## src/rtl/ram_arb_pkg.sv

```systemverilog
// Shared types and default sizing for the RAM port arbiter and its read tracker.
package ram_arb_pkg;

  localparam int ADDR_W_DEF = 24;
  localparam int DATA_W_DEF = 32;
  localparam int MAX_RD_DEF = 8;

  typedef enum logic [1:0] {
    ST_INIT  = 2'd0,
    ST_IDLE  = 2'd1,
    ST_WRITE = 2'd2,
    ST_READ  = 2'd3
  } arb_state_e;

  typedef enum logic {
    GRANT_WR = 1'b0,
    GRANT_RD = 1'b1
  } grant_e;

endpackage

```

## src/rtl/ram_port_arbiter_if.sv

```systemverilog
// Requester and RAM local-side signals of the arbiter; slave = arbiter, master = environment.
interface ram_port_arbiter_if
  import ram_arb_pkg::*;
#(
  parameter int ADDR_W = ADDR_W_DEF,
  parameter int DATA_W = DATA_W_DEF
) ();

  logic              wr_req;
  logic [ADDR_W-1:0] wr_addr;
  logic [DATA_W-1:0] wr_data;
  logic              wr_ack;

  logic              rd_req;
  logic [ADDR_W-1:0] rd_addr;
  logic              rd_ack;
  logic [DATA_W-1:0] rd_data;
  logic              rd_valid;

  logic                local_init_done;
  logic                local_ready;
  logic [DATA_W-1:0]   local_rdata;
  logic                local_rdata_valid;
  logic [ADDR_W-1:0]   local_address;
  logic [DATA_W-1:0]   local_wdata;
  logic [DATA_W/8-1:0] local_be;
  logic                local_size;
  logic                local_burstbegin;
  logic                local_write_req;
  logic                local_read_req;

  modport slave (
    input  wr_req, wr_addr, wr_data, rd_req, rd_addr,
    input  local_init_done, local_ready, local_rdata, local_rdata_valid,
    output wr_ack, rd_ack, rd_data, rd_valid,
    output local_address, local_wdata, local_be, local_size,
    output local_burstbegin, local_write_req, local_read_req
  );

  modport master (
    output wr_req, wr_addr, wr_data, rd_req, rd_addr,
    output local_init_done, local_ready, local_rdata, local_rdata_valid,
    input  wr_ack, rd_ack, rd_data, rd_valid,
    input  local_address, local_wdata, local_be, local_size,
    input  local_burstbegin, local_write_req, local_read_req
  );

endinterface

```

## src/rtl/ram_rd_tracker.sv

```systemverilog
// Counts reads in flight, forwards returned read data one cycle later and flags unexpected data.
module ram_rd_tracker
  import ram_arb_pkg::*;
#(
  parameter int DATA_W = DATA_W_DEF,
  parameter int MAX_RD = MAX_RD_DEF
) (
  input  logic              phy_clk,
  input  logic              reset,
  input  logic              rd_ack,
  input  logic [DATA_W-1:0] local_rdata,
  input  logic              local_rdata_valid,
  output logic [DATA_W-1:0] rd_data,
  output logic              rd_valid,
  output logic [7:0]        rd_outstanding,
  output logic              err_unexpected
);

  localparam logic [7:0] MAX_RD_C = 8'(MAX_RD);

  logic [7:0]        count_q, count_d;
  logic              err_q, err_d;
  logic [DATA_W-1:0] data_q, data_d;
  logic              valid_q, valid_d;

  always_comb begin
    // NOTE: every always_comb output gets a default first so no path leaves it unassigned (no latch).
    count_d = count_q;
    err_d   = err_q;
    valid_d = local_rdata_valid;
    data_d  = local_rdata_valid ? local_rdata : data_q;

    // Data with nothing in flight is still forwarded; only the sticky flag records it.
    if (local_rdata_valid && (count_q == 8'd0)) err_d = 1'b1;

    case ({rd_ack, local_rdata_valid})
      2'b10:   if (count_q < MAX_RD_C) count_d = count_q + 8'd1;
      2'b01:   if (count_q != 8'd0)    count_d = count_q - 8'd1;
      default: count_d = count_q;
    endcase
  end

  always_ff @(posedge phy_clk) begin
    // NOTE: state registers use non-blocking assignment so all flops update from pre-edge values.
    if (reset) begin
      count_q <= 8'd0;
      err_q   <= 1'b0;
      data_q  <= '0;
      valid_q <= 1'b0;
    end else begin
      count_q <= count_d;
      err_q   <= err_d;
      data_q  <= data_d;
      valid_q <= valid_d;
    end
  end

  assign rd_outstanding = count_q;
  assign err_unexpected = err_q;
  assign rd_data        = data_q;
  assign rd_valid       = valid_q;

endmodule

```

## src/rtl/ram_port_arbiter.sv

```systemverilog
// Round-robin arbiter sharing one RAM local port between a write and a read requester.
module ram_port_arbiter
  import ram_arb_pkg::*;
#(
  parameter int ADDR_W = ADDR_W_DEF,
  parameter int DATA_W = DATA_W_DEF,
  parameter int MAX_RD = MAX_RD_DEF
) (
  input  logic               phy_clk,
  input  logic               reset,
  ram_port_arbiter_if.slave  bus,
  output logic               busy,
  output logic [7:0]         rd_outstanding,
  output logic               err_unexpected
);

  localparam logic [7:0] MAX_RD_C = 8'(MAX_RD);

  arb_state_e        state_q, state_d;
  grant_e            last_q, last_d;
  logic [ADDR_W-1:0] addr_q, addr_d;
  logic [DATA_W-1:0] wdata_q, wdata_d;
  logic              wr_cmd_q, wr_cmd_d;
  logic              rd_cmd_q, rd_cmd_d;

  logic wr_elig, rd_elig, grant_wr, grant_rd;
  logic wr_ack, rd_ack;

  // Acks are suppressed while reset is high so an abandoned command is never reported accepted.
  assign wr_ack = (state_q == ST_WRITE) && bus.local_ready && !reset;
  assign rd_ack = (state_q == ST_READ)  && bus.local_ready && !reset;

  always_comb begin
    state_d  = state_q;
    last_d   = last_q;
    addr_d   = addr_q;
    wdata_d  = wdata_q;
    wr_cmd_d = wr_cmd_q;
    rd_cmd_d = rd_cmd_q;

    wr_elig  = bus.wr_req;
    rd_elig  = bus.rd_req && (rd_outstanding < MAX_RD_C);
    grant_wr = wr_elig && (!rd_elig || (last_q == GRANT_RD));
    grant_rd = rd_elig && !grant_wr;

    case (state_q)
      ST_INIT: begin
        if (bus.local_init_done) state_d = ST_IDLE;
      end
      ST_IDLE: begin
        if (grant_wr) begin
          state_d  = ST_WRITE;
          addr_d   = bus.wr_addr;
          wdata_d  = bus.wr_data;
          wr_cmd_d = 1'b1;
        end else if (grant_rd) begin
          state_d  = ST_READ;
          addr_d   = bus.rd_addr;
          rd_cmd_d = 1'b1;
        end
      end
      ST_WRITE: begin
        if (bus.local_ready) begin
          state_d  = ST_IDLE;
          wr_cmd_d = 1'b0;
          last_d   = GRANT_WR;
        end
      end
      ST_READ: begin
        if (bus.local_ready) begin
          state_d  = ST_IDLE;
          rd_cmd_d = 1'b0;
          last_d   = GRANT_RD;
        end
      end
      default: state_d = ST_INIT;
    endcase
  end

  always_ff @(posedge phy_clk) begin
    if (reset) begin
      state_q  <= ST_INIT;
      last_q   <= GRANT_RD;
      addr_q   <= '0;
      wdata_q  <= '0;
      wr_cmd_q <= 1'b0;
      rd_cmd_q <= 1'b0;
    end else begin
      state_q  <= state_d;
      last_q   <= last_d;
      addr_q   <= addr_d;
      wdata_q  <= wdata_d;
      wr_cmd_q <= wr_cmd_d;
      rd_cmd_q <= rd_cmd_d;
    end
  end

  ram_rd_tracker #(
    .DATA_W (DATA_W),
    .MAX_RD (MAX_RD)
  ) u_rd_tracker (
    .phy_clk           (phy_clk),
    .reset             (reset),
    .rd_ack            (rd_ack),
    .local_rdata       (bus.local_rdata),
    .local_rdata_valid (bus.local_rdata_valid),
    .rd_data           (bus.rd_data),
    .rd_valid          (bus.rd_valid),
    .rd_outstanding    (rd_outstanding),
    .err_unexpected    (err_unexpected)
  );

  assign bus.wr_ack           = wr_ack;
  assign bus.rd_ack           = rd_ack;
  assign bus.local_address    = addr_q;
  assign bus.local_wdata      = wdata_q;
  assign bus.local_write_req  = wr_cmd_q;
  assign bus.local_read_req   = rd_cmd_q;
  assign bus.local_burstbegin = wr_cmd_q | rd_cmd_q;
  assign bus.local_size       = 1'b1;
  assign bus.local_be         = '1;
  assign busy                 = wr_cmd_q | rd_cmd_q;

endmodule

```

## src/flat_wrapper.sv

```systemverilog
// flat-port wrapper written by rule: the top's interface ports become plain ports
module ram_port_arbiter_flat import ram_arb_pkg::*;
#(
  parameter int ADDR_W = ADDR_W_DEF,
  parameter int DATA_W = DATA_W_DEF,
  parameter int MAX_RD = MAX_RD_DEF
)
  (phy_clk, reset, busy, rd_outstanding, err_unexpected, bus_wr_req, bus_wr_addr, bus_wr_data, bus_rd_req, bus_rd_addr, bus_local_init_done, bus_local_ready, bus_local_rdata, bus_local_rdata_valid, bus_wr_ack, bus_rd_ack, bus_rd_data, bus_rd_valid, bus_local_address, bus_local_wdata, bus_local_be, bus_local_size, bus_local_burstbegin, bus_local_write_req, bus_local_read_req);
  ram_port_arbiter_if #(.ADDR_W(ADDR_W), .DATA_W(DATA_W)) bus_i ();
  input  logic phy_clk;
  input  logic reset;
  output logic busy;
  output logic [7:0] rd_outstanding;
  output logic err_unexpected;
  input wire logic [$bits(bus_i.wr_req)-1:0] bus_wr_req;
  input wire logic [$bits(bus_i.wr_addr)-1:0] bus_wr_addr;
  input wire logic [$bits(bus_i.wr_data)-1:0] bus_wr_data;
  input wire logic [$bits(bus_i.rd_req)-1:0] bus_rd_req;
  input wire logic [$bits(bus_i.rd_addr)-1:0] bus_rd_addr;
  input wire logic [$bits(bus_i.local_init_done)-1:0] bus_local_init_done;
  input wire logic [$bits(bus_i.local_ready)-1:0] bus_local_ready;
  input wire logic [$bits(bus_i.local_rdata)-1:0] bus_local_rdata;
  input wire logic [$bits(bus_i.local_rdata_valid)-1:0] bus_local_rdata_valid;
  output wire logic [$bits(bus_i.wr_ack)-1:0] bus_wr_ack;
  output wire logic [$bits(bus_i.rd_ack)-1:0] bus_rd_ack;
  output wire logic [$bits(bus_i.rd_data)-1:0] bus_rd_data;
  output wire logic [$bits(bus_i.rd_valid)-1:0] bus_rd_valid;
  output wire logic [$bits(bus_i.local_address)-1:0] bus_local_address;
  output wire logic [$bits(bus_i.local_wdata)-1:0] bus_local_wdata;
  output wire logic [$bits(bus_i.local_be)-1:0] bus_local_be;
  output wire logic [$bits(bus_i.local_size)-1:0] bus_local_size;
  output wire logic [$bits(bus_i.local_burstbegin)-1:0] bus_local_burstbegin;
  output wire logic [$bits(bus_i.local_write_req)-1:0] bus_local_write_req;
  output wire logic [$bits(bus_i.local_read_req)-1:0] bus_local_read_req;
  assign bus_i.wr_req = bus_wr_req;
  assign bus_i.wr_addr = bus_wr_addr;
  assign bus_i.wr_data = bus_wr_data;
  assign bus_i.rd_req = bus_rd_req;
  assign bus_i.rd_addr = bus_rd_addr;
  assign bus_i.local_init_done = bus_local_init_done;
  assign bus_i.local_ready = bus_local_ready;
  assign bus_i.local_rdata = bus_local_rdata;
  assign bus_i.local_rdata_valid = bus_local_rdata_valid;
  assign bus_wr_ack = bus_i.wr_ack;
  assign bus_rd_ack = bus_i.rd_ack;
  assign bus_rd_data = bus_i.rd_data;
  assign bus_rd_valid = bus_i.rd_valid;
  assign bus_local_address = bus_i.local_address;
  assign bus_local_wdata = bus_i.local_wdata;
  assign bus_local_be = bus_i.local_be;
  assign bus_local_size = bus_i.local_size;
  assign bus_local_burstbegin = bus_i.local_burstbegin;
  assign bus_local_write_req = bus_i.local_write_req;
  assign bus_local_read_req = bus_i.local_read_req;
  ram_port_arbiter #(.ADDR_W(ADDR_W), .DATA_W(DATA_W), .MAX_RD(MAX_RD)) u_core (.phy_clk(phy_clk), .reset(reset), .bus(bus_i), .busy(busy), .rd_outstanding(rd_outstanding), .err_unexpected(err_unexpected));
endmodule
```

## config.mk

```make
export PLATFORM = sky130hd
export DESIGN_NAME = ram_port_arbiter_flat
export DESIGN_NICKNAME = d
export VERILOG_FILES = /design/src/rtl/ram_arb_pkg.sv /design/src/rtl/ram_port_arbiter_if.sv /design/src/rtl/ram_rd_tracker.sv /design/src/rtl/ram_port_arbiter.sv /design/src/flat_wrapper.sv
export SDC_FILE = /design/constraint.sdc
export NUM_CORES = 1
export LEC_CHECK = 0
export BUFFER_PORTS_ARGS = -buffer_cell sky130_fd_sc_hd__buf_2
export CORE_ASPECT_RATIO = 0.6
export CORE_MARGIN = 2
export CORE_UTILIZATION = 30
export DETAILED_ROUTE_END_ITERATION = 16
export PLACE_DENSITY_LB_ADDON = 0.05
export SLEW_MARGIN = 20
export SYNTH_ARGS = -nofsm -noshare
export SYNTH_HDL_FRONTEND = slang
export SYNTH_SLANG_ARGS = --single-unit
```

## constraint.sdc

```tcl
create_clock -name phy_clk -period 3.3 [get_ports phy_clk]
set_clock_uncertainty 0.15 [all_clocks]
set_input_delay 0.33 -clock phy_clk [delete_from_list [all_inputs] [get_ports phy_clk]]
set_output_delay 0.33 -clock phy_clk [all_outputs]
set_load 0.03 [all_outputs]
```

==> results by group <==
STA
  • Max-slew violations: 0
  • Post-layout min period: 3.09 ns
  • Worst slew pin tran: 0.810 ns
  • Final Hold Fails: 0
  • Highest clock rate: 0.324 GHz
  • RSZ-0062 raised after global routing: false
  • Final Cycle Share: 0.935
  • # setup viols final: 0
  • WHS: 0.0746 ns
  • Setup TNS: 0 ns
  • Rel. slew slack: 0.460

Setup path
  • Crit path max fanout: 11
  • Internal reg-to-reg setup slack: 0.21 ns
  • Worst EP required: 3.40 ns
  • Setup CP Type: flip-flop to flip-flop
  • Crit path DAT: 3.19 ns
  • Critical Path End Type: flip-flop
  • Startpoint types: flip-flop

Floorplan
  • Die W: 157 um
  • I/O pin count: 228
  • Die Area: 15000 sq um
  • Initial core utilization: 0.307
  • Die height: 95.5 um
  • Core area: 13700 sq um
  • FP Rows: 33

Global route
  • Number of global-route vias before repair: 3544
  • First-pass GRT wire length: 17600 um
  • Initial antenna violation count: 0
  • Global route overflow: 0
  • Largest net degree at the start of global routing: 105
  • Gr usage total: 0.149

Detailed routing
  • Final wirelength: 11500 um
  • Vias/cell: 4.47
  • Vias: 3830
  • DR DRC count: 0
  • DRT Pass-1 Iters: 4
  • Initial DRC Count: 184
  • Per-cell routed wire length: 13.4 um
  • Antenna viol nets, final: 0

Clocking
  • Cts hold-fix bufs: 0
  • Clock latency on the worst-skew pair: 0.34 ns
  • Sink Count: 103
  • CTS H-tree lvls: 3
  • CTS Buffer Depth: 2
  • CTS Buf Count: 9
  • Root Buffer: clkbuf_16
  • Reg clk slew, reported paths: 0.07 ns
  • Clock tree from TritonCTS: done

Logic synthesis
  • Netlist Area Pre-Place: 4190 sq um
  • Average size of a mapped cell: 9.15 sq um
  • Synth Register Bits: 103
  • Post-synth top cells: dfxtp_1 (103), nor2_1 (68), nand2_1 (67)
  • Top-count cell post-synth: dfxtp_1
  • Distinct cells, synth: 37
  • Top_reg_cell synth: dfxtp_1
  • Synth top area share: 0.492
  • Main area contributors after synthesis: dfxtp_1 (49%), mux2i_1 (15%), nor2_1 (6.1%)
  • Ys async rst share: 0
  • Number of synthesized flops with an enable pin: 0
  • Synth warn: 0
  • Sequential element share of the synthesized area: 0.492
  • Mapped Cells: 458
  • Synth area leader: dfxtp_1

Placement
  • HPWL after DPL: 8230 um
  • GPL Wtd Cong: 0.755
  • Port buffer count: 222

Finish
  • Register area: 2060 sq um
  • Multi-input logic area: 1950 sq um
  • Final nets: 791
  • Area Growth Syn to Fin: 37.9%
  • Fillers: 1395
  • Antenna diodes: 0
  • Layout cells sized above 1: 0.371

Power
  • PwrDens: 632 nW/um^2
  • Leak pwr: 2.89 nW
  • Maximum VDD drop: 0.000241 V

Status
  • Run status: completed

Hold path
  • Min-Delay Path Class: input port to flip-flop

Job
  • Max Cap Viol: 0
## cell usage in the layout, fill, tap and decap left out, types with 2 or more instances in the layout
master,count
clkbuf_16,9
a21oi_1,39
xnor2_1,2
or3_1,2
a211oi_1,25
a21o_1,3
nand2_1,67
xor2_1,4
o21ai_0,2
o21a_1,2
o31ai_1,2
nor2_1,68
ha_1,7
buf_4,6
conb_1,5
inv_1,5
mux2i_1,61
dfxtp_1,103
nor3_1,4
and3_1,2
a31oi_1,3
bufinv_16,3
buf_2,221
a311o_1,2
## state kept, by name, summed over array words and instances (netlist names)
register	cells
u_core.u_rd_tracker.rd_data	32
u_core.state_q	2
u_core.bus.local_wdata	32
u_core.bus.local_address	24
u_core.u_rd_tracker.rd_valid	1
u_core.bus.local_read_req	1
u_core.bus.local_write_req	1
u_core.last_q	1
u_core.u_rd_tracker.rd_outstanding	8
u_core.u_rd_tracker.err_unexpected	1
## routing by layer
metal	wire [um]	track usage	vias to the layer above
li1	-	-	1965
met1	5460	0.195	1746
met2	5040	0.232	112
met3	861	0.0559	7
met4	92	0.0413	0
met5	0	0	-
## cells by family (layout without fill, tap and decap cells)
group	count (synthesis)	after routing	synth area share
multiplexers	61	61	0.146
other	1	5	0.000895
buffers and inverters	44	247	0.0496
XOR/XNOR	6	6	0.0125
flip-flops	103	103	0.492
adder cells (fa/ha/maj)	9	9	0.0287
AO/OA/AOI/OAI	83	83	0.125
AND/OR/NAND/NOR	151	151	0.145
## report_power, final
part / switching [mW] / internal, mW / leakage (nW)
clock: 0.444 / 0.729 / 0.153
sequential: 0.0924 / 1.37 / 0.845
combinational: 0.647 / 0.369 / 1.89
total: 1.18 / 2.47 / 2.89
## worst max-delay path, cell delays in order (launching register included)
cell	delay, ns
dfxtp_1	0.40
inv_1	0.13
or3_1	0.42
ha_2	0.29
ha_1	0.32
a211oi_1	0.24
o21ai_0	0.20
a22o_1	0.25
or4_1	0.46
a21oi_1	0.15
## final cells by class
cell class	count	area share
Multi-Input combinational cell	315	0.338
Sequential cell	103	0.357
Clock inverter	4	0.0169
Tap cell	192	0.0416
Clock buffer	9	0.0390
Timing Repair Buffer	229	0.205
Inverter	5	0.00325
## worst paths after layout
path,start,to,cells past startpoint
max,u_core.state_q[0],u_core.u_rd_tracker.rd_outstanding[7],9
min reg2reg,u_core.bus.local_wdata[8],u_core.bus.local_wdata[8],2
min,bus_local_rdata[0],u_core.u_rd_tracker.rd_data[0],3
max reg2reg,u_core.state_q[0],u_core.u_rd_tracker.rd_outstanding[7],9
## per-stage QoR
| step | instance area, sq um | power [mW] | std cells | util | setup slack, ns |
|---|---|---|---|---|---|
| after floorplan | 4210 | 2.20 | 462 | - | 0.315 |
| after global placement | 5450 | 2.50 | 844 | 0.399 | 0.216 |
| after detailed placement | 5450 | 2.51 | 844 | 0.399 | 0.149 |
| after CTS | 5770 | 3.71 | 857 | 0.422 | 0.0941 |
| after global routing | 5780 | 3.87 | 857 | 0.423 | 0.0250 |
| final | 5780 | 3.65 | 857 | 0.423 | 0.215 |
## what timing repair did
action | 4_1_cts | 5_1_grt
buffers inserted | 0 | 0
endpoints found under the setup margin | 0 | 1
resized for setup | 0 | 1
Note: power is estimated with default switching activity, not from simulation.
